--- src/rtl/level_prefix_decoder.sv ---
// CAVLC level decoder: reads a zero-run prefix and suffix from a bit FIFO and rebuilds levelCode/level.
// Define LEVEL_DEC_ESCAPE_EN to decode the prefix-14/15 escape codes; otherwise a 14-zero prefix is an error.
module level_prefix_decoder #(
  parameter int data_length = 12
) (
  input  logic                          clk,
  input  logic                          rst,
  input  logic                          start,
  input  logic [2:0]                    suffix_len,
  input  logic                          first_adj,
  input  logic                          fifo_empty,
  input  logic                          fifo_data,
  output logic                          fifo_pop,
  output logic                          finish,
  output logic                          error,
  output logic [4:0]                    level_prefix,
  output logic [data_length:0]          level_code,
  output logic signed [data_length:0]   level
);

  localparam int LW = data_length + 1;

`ifdef LEVEL_DEC_ESCAPE_EN
  localparam logic [3:0] MAX_PREFIX = 4'd15;
`else
  localparam logic [3:0] MAX_PREFIX = 4'd13;
`endif

  typedef enum logic [2:0] {S_IDLE, S_PREFIX, S_SUFFIX, S_CALC, S_DONE} state_t;

  state_t        r_state;
  state_t        w_next;
  logic [2:0]    r_suffix_len;
  logic          r_first_adj;
  logic [3:0]    r_prefix;
  logic [11:0]   r_suffix;
  logic [3:0]    r_suffix_cnt;
  logic [3:0]    r_suffix_size;
  logic [3:0]    w_suffix_size;
  logic          w_escape_add;
  logic [LW-1:0] w_code;
  logic [LW:0]   w_mag;
  logic [LW-1:0] w_level;

  assign fifo_pop = !rst && ((r_state == S_PREFIX) || (r_state == S_SUFFIX)) && !fifo_empty;
  assign finish   = (r_state == S_DONE);

  // NOTE: every signal written in an always_comb gets a default first, so no path can infer a latch.
  always_comb begin
    w_suffix_size = {1'b0, r_suffix_len};
    w_escape_add  = 1'b0;
`ifdef LEVEL_DEC_ESCAPE_EN
    if (r_prefix == 4'd15) begin
      w_suffix_size = 4'd12;
    end else if ((r_prefix == 4'd14) && (r_suffix_len == 3'd0)) begin
      w_suffix_size = 4'd4;
    end
    w_escape_add = (r_prefix == 4'd15) && (r_suffix_len == 3'd0);
`endif
  end

  always_comb begin
    w_code = (LW'(r_prefix) << r_suffix_len) + LW'(r_suffix)
           + (w_escape_add ? LW'(15) : LW'(0))
           + (r_first_adj  ? LW'(2)  : LW'(0));
    // Even codes map to positive levels, odd codes to negative ones.
    w_mag   = w_code[0] ? ({1'b0, w_code} + 1'b1) >> 1 : ({1'b0, w_code} + 2'd2) >> 1;
    w_level = w_code[0] ? -w_mag[LW-1:0] : w_mag[LW-1:0];
  end

  always_comb begin
    w_next = r_state;
    case (r_state)
      S_IDLE:   if (start) w_next = S_PREFIX;
      S_PREFIX: begin
        if (fifo_pop) begin
          if (fifo_data)                    w_next = (w_suffix_size == 4'd0) ? S_CALC : S_SUFFIX;
          else if (r_prefix == MAX_PREFIX)  w_next = S_DONE;
        end
      end
      S_SUFFIX: if (fifo_pop && ((r_suffix_cnt + 4'd1) == r_suffix_size)) w_next = S_CALC;
      S_CALC:   w_next = S_DONE;
      S_DONE:   w_next = S_IDLE;
      default:  w_next = S_IDLE;
    endcase
  end

  // NOTE: sequential state uses non-blocking assignments so all registers update together at the edge.
  always_ff @(posedge clk) begin
    if (rst) begin
      r_state       <= S_IDLE;
      r_suffix_len  <= '0;
      r_first_adj   <= 1'b0;
      r_prefix      <= '0;
      r_suffix      <= '0;
      r_suffix_cnt  <= '0;
      r_suffix_size <= '0;
      error         <= 1'b0;
      level_prefix  <= '0;
      level_code    <= '0;
      level         <= '0;
    end else begin
      r_state <= w_next;
      case (r_state)
        S_IDLE: begin
          if (start) begin
            r_suffix_len <= suffix_len;
            r_first_adj  <= first_adj;
            r_prefix     <= '0;
            r_suffix     <= '0;
            r_suffix_cnt <= '0;
          end
        end
        S_PREFIX: begin
          if (fifo_pop) begin
            if (fifo_data) begin
              r_suffix_size <= w_suffix_size;
            end else if (r_prefix == MAX_PREFIX) begin
              error        <= 1'b1;
              level_prefix <= 5'(r_prefix) + 5'd1;
              level_code   <= '0;
              level        <= '0;
            end else begin
              r_prefix <= r_prefix + 4'd1;
            end
          end
        end
        S_SUFFIX: begin
          if (fifo_pop) begin
            r_suffix     <= {r_suffix[10:0], fifo_data};
            r_suffix_cnt <= r_suffix_cnt + 4'd1;
          end
        end
        S_CALC: begin
          error        <= 1'b0;
          level_prefix <= 5'(r_prefix);
          level_code   <= w_code;
          level        <= $signed(w_level);
        end
        default: ;
      endcase
    end
  end

endmodule

--- config.mk ---
export PLATFORM = sky130hd
export DESIGN_NAME = level_prefix_decoder
export DESIGN_NICKNAME = d
export VERILOG_FILES = /design/src/rtl/level_prefix_decoder.sv
export SDC_FILE = /design/constraint.sdc
export NUM_CORES = 1
export LEC_CHECK = 0
export BUFFER_PORTS_ARGS = -buffer_cell sky130_fd_sc_hd__buf_2
export CAP_MARGIN = 10
export CELL_PAD_IN_SITES_DETAIL_PLACEMENT = 1
export CELL_PAD_IN_SITES_GLOBAL_PLACEMENT = 2
export CORE_UTILIZATION = 39
export DETAILED_ROUTE_END_ITERATION = 10
export HOLD_SLACK_MARGIN = 0.15
export PLACE_DENSITY = 0.94
export SLEW_MARGIN = 20
export SYNTH_ARGS = -nofsm -noshare
export SYNTH_HDL_FRONTEND = slang
export SYNTH_SLANG_ARGS = --single-unit
--- constraint.sdc ---
create_clock -name clk -period 10.85 [get_ports clk]
set_input_delay 0.5425 -clock clk [delete_from_list [all_inputs] [get_ports clk]]
set_output_delay 0.5425 -clock clk [all_outputs]
set_load 0.02 [all_outputs]
-- Word level (Yosys, flattened, before mapping)
Cells that the tools add are included.
- flip-flop bits (word level): 62
- latch bits: 0
- bits in writable memories: 0
- memory bits (read-only): 0
- bits of input ports: 9
- output and inout bits: 34
- logic and storage cells: 84
- memories kept: 0
- add/sub/neg operators: 8
- multiply operators: 0
- divide/modulo/power cells: 0
- magnitude comparators: 0
- equality and inequality tests: 14
- shift operators: 1
- mux-type cells: 33
- bitwise gates (word level): 0
- reduce and logical (&&, ||, !) cells: 17
- operators with widths (cell ; count):
    $mux 13 ; 5
    $pmux 13 s2 ; 2
    $mux 12 ; 2
    $pmux 12 s2 ; 1
    $mux 4 ; 5
    $pmux 4 s2 ; 2
    $mux 3 ; 5
    $mux 5 ; 3
    $add 13x1->14 const B ; 1
    $add 13x2->14 const B ; 1
    $add 13x12->13 ; 1
    $add 13x2->13 ; 1
    $neg 13->13 ; 1
    $shl 4x3->13 ; 1
    $pmux 3 s4 ; 1
    $ne 2x2->1 const B ; 5
    $pmux 5 s2 ; 1
    $add 4x1->4 const B ; 2
    $reduce_and 4->1 ; 2
    $eq 3x2->1 const B ; 2
    $reduce_and 3->1 ; 2
    $reduce_bool 2->1 ; 3
    $add 4x1->5 const B ; 1
    $reduce_and 5->1 ; 1
    other kinds (15) ; 22

-- Depth between registers and ports, before layout
- word-level depth: 8
- mapped depth: 18
- depth with buffers taken out: 16

-- Least setup slack after synthesis
OpenSTA, ideal clock, no wires.
- path kind: flip-flop to flip-flop
- start point: register r_suffix_len[0]
- end point: register level[12]
- library setup time: 0.119 ns
- arrival time: 4.128 ns
- required time: 10.731 ns
- slack: 6.603 ns
- cell stages (with the launch flop): 16
- buffers on the path: 1
- clock period less this slack: 4.247 ns
- cells stage by stage: dfxtp_1 > buf_1 > mux2i_1 > mux2_2 > nor2_1 > ha_1 > ha_1 > and2b_1 > o2111a_2 > or4b_4 > o311ai_4 > and4bb_1 > mux2_1 > or4_1 > mux2i_1 > nor3_1
- longest elaborated chain between the ends: 8
- elaborated cells on any way between the ends: 9
- classes of those cells: add/sub: 5; shift: 1; mux: 3
- ends and longest elaborated chain (element ; line ; source):
    from (decl) ; 33 ; logic [2:0] r_suffix_len;
    from (signal assigned) ; 107 ; r_suffix_len <= suffix_len;
    $shl 4x3->13 * ; 63 ; w_code = (LW'(r_prefix) << r_suffix_len) + LW'(r_suffix)
    $add 13x12->13 * ; 63 ;
    $add 13x2->13 * ; 65 ; + (r_first_adj ? LW'(2) : LW'(0));
    $add 13x2->14 / $add 13x1->14 (equally long branches) ; 67 ; w_mag = w_code[0] ? ({1'b0, w_code} + 1'b1) >> 1 : ({1'b0, w_code} + 2'd2) >> 1;
    $mux 13 ; 67 ;
    $neg 13->13 ; 68 ; w_level = w_code[0] ? -w_mag[LW-1:0] : w_mag[LW-1:0];
    $mux 13 * ; 68 ;
    $pmux 13 s2 * ; 104 ; case (r_state)
    to (signal assigned) ; 138 ; level <= $signed(w_level);
    to (decl) ; 18 ; output logic signed [data_length:0] level
Mark *: on every way between the ends. The rest lies on a longest branch, timed or not.
A chain may end at the register's enable or synchronous reset.

-- Worst setup path after layout
Same ends and word-level chain as after synthesis.

==> flow_summary_export.csv <==
group,metric,value,unit
finish,final_common_cell,"nor2_1",
floorplanning,die_w,104,um
clocking,htreeDepth,3,
detailed_routing,vias_per_cell,5.52,
sta,slew_headroom,25.5,%
yosys,syn_inst,479,
floorplanning,initial_core_util,41.0,%
detailed_routing,drcViolationCount,0,
global_routing,grt_use_total,20.3,%
sta,tns,0,ps
clocking,cts_inserted_buffers,9,
critical_path,path_max_fanout,12,
yosys,syn_area,4060,um^2
finish,fillers,1245,
sta,slew_violations,0,
yosys,yosys_warnings,0,
clocking,cts-hold-fix-buffers,0,
detailed_routing,drt-total-wl,10.4,mm
global_routing,gr-total-overflow,0,
place,gp_congestion,0.775,
finish,multi_input_area,2670,um^2
pwr,p_per_area,123,nW/um^2
detailed_routing,wl_per_cell,16.2,um
floorplanning,dieArea,10800,um^2
finish,utilization,45.7,%
yosys,synth_edf_count,0,
yosys,synth-seq-cells,62,
global_routing,grt_pass1_vias,3691,
sta,skew,15.4,ps
finish,layout.area.seq,1240,um^2
yosys,async_reset_ff_share,0,%
yosys,ys_seq_area_share,30.6,%
run_status,status,"complete, no violations",
yosys,synthFlopType,"dfxtp_1",
finish,nets,544,
detailed_routing,first_iter_violations,99,
finish,final_cell_mix,"nor2_1 (88), dfxtp_1 (62), buf_2 (42)",
clocking,cts_buffer_depth,2,
place,post-dp-hpwl,7.71,mm
pwr,total_power,556,uW
clocking,clock_latency,350,ps
detailed_routing,num_vias,3556,
yosys,synth_area_per_cell,8.47,um^2
finish,drive_above_1_share,18.0,%
clocking,cts-root-buf,"clkbuf_8",
clocking,ctsResizeCount,0,
clocking,postCtsSetupRepairBufs,0,
sta,fmax,213,MHz
sta,setup_viol,0,
pwr,leakagePower,1.88,nW
floorplanning,num_rows,36,
sta,worst_pin_slew,1110,ps
floorplanning,ios,43,
detailed_routing,drt_pass1_iterations,4,
sta,setup_ws,6140,ps
yosys,synth_cell_type_count,76,
sta,period_share,43.4,%
detailed_routing,ant_nets,0,
sta,min_period,4710,ps
pwr,vdd_drop_max,0.0602,mV
sta,hold_viol,0,
critical_path,arrival,4950,ps
critical_path,start_kind,"register",
floorplanning,core,9910,um^2
critical_path,end_kind,"register",
flow_run,drv_cap,0,
critical_path,crit_required,11090,ps
clocking,cts_tree,"built",
place,dp_worst_setup_slack,6170,ps
global_routing,grt_max_degree,61,
floorplanning,die_h,104,um
finish,diodes,0,
finish,areaGrowthSynthToFinish,11.5,%
global_routing,grt_antenna_before_repair,0,
critical_path,crit_type,"register to register",
yosys,synth_nets,515,
place,io_buffer_count,42,
sta,rsz0062_at_grt,"no",
global_routing,grt_pass1_wl,18.0,mm
clocking,clkTransAtPathRegs,70,ps
min_path,hold_class,"input pin to register",
clocking,cts.sinks,62,
## synth_stat cells (4+ instances only)
| cell type | count | area [um^2] |
|---|---|---|
| a21oi_1 | 28 | 140 |
| a22o_1 | 4 | 35.0 |
| a22oi_1 | 30 | 225 |
| and2_1 | 4 | 25.0 |
| buf_1 | 4 | 15.0 |
| clkbuf_1 | 20 | 75.1 |
| dfxtp_1 | 62 | 1240 |
| ha_1 | 25 | 313 |
| inv_1 | 11 | 41.3 |
| mux2i_1 | 15 | 150 |
| nand2_1 | 20 | 75.1 |
| nand2b_1 | 5 | 31.3 |
| nand3_1 | 12 | 60.1 |
| nor2_1 | 88 | 330 |
| nor2b_1 | 6 | 37.5 |
| nor3_1 | 14 | 70.1 |
| nor4_1 | 4 | 25.0 |
| o21ai_0 | 14 | 70.1 |
| xnor2_1 | 20 | 175 |
| xor2_1 | 7 | 61.3 |
## state kept, by name, indices dropped and copies added (netlist names)
name	flops
r_first_adj	1
level_prefix	5
r_state	3
level_code	13
level	13
r_prefix	4
r_suffix	12
error	1
r_suffix_size	3
r_suffix_cnt	4
r_suffix_len	3
## critical path, stage by stage, from the launching register on
cell and delay (ps):
dfxtp_1 570, mux2i_1 320, nor3_1 90, fa_1 510, ha_1 230, inv_1 70, fa_1 420, and2b_1 260
o22ai_2 100, xnor2_2 410, nand4_4 240, and4bb_1 390, mux2_1 330, or4_1 460, mux2i_1 140, nor3_1 60
## kinds of logic after synthesis
| family | synth area share, % |
|---|---|
| buffers and inverters | 3.85 |
| XOR/XNOR | 7.71 |
| AND/OR/NAND/NOR | 24.4 |
| flip-flops | 30.6 |
| multiplexers | 4.81 |
| adder cells (fa/ha/maj) | 8.69 |
| AO/OA/AOI/OAI | 19.9 |
## power by group
part | internal [mW] | switching, mW | total (mW)
clock network | 0.110 | 0.0943 | 0.205
logic | 0.0404 | 0.0641 | 0.104
registers | 0.233 | 0.0138 | 0.247
## routing by layer
layer  GRT usage (%)  vias up  wire [um]
li1                -     1764          -
met1            24.8     1730       4860
met2            35.9       49       5180
met3            3.88       13        270
met4            5.71        0        128
met5               0        -          0
## per-stage QoR
stage	hold WS (ps)	area (um^2)	instances
after floorplan	481	4060	479
after global placement	454	4340	630
after detailed placement	473	4340	630
after CTS	434	4530	644
after global routing	430	4530	644
final	436	4530	644
## path summary, 6_finish.rpt
path | depth (start not counted) | endpoint | slack (ps) | startpoint
setup / recovery | 15 | level[12] | 6140 | r_suffix_len[0]
hold / removal | 3 | r_suffix_len[2] | 440 | suffix_len[2]
setup reg to reg | 15 | level[12] | 6140 | r_suffix_len[0]
hold reg to reg | 1 | level[9] | 480 | level[9]
## area by class of cell
| type | instances | share of cell area, % |
|---|---|---|
| multi-input cells | 380 | 58.9 |
| clock buffers | 11 | 3.12 |
| clock inverters | 3 | 1.02 |
| inverters | 11 | 0.912 |
| well taps | 133 | 3.68 |
| repair buffers | 44 | 4.98 |
| flip-flops and latches | 62 | 27.4 |
Note: power is estimated with default switching activity, not from simulation.
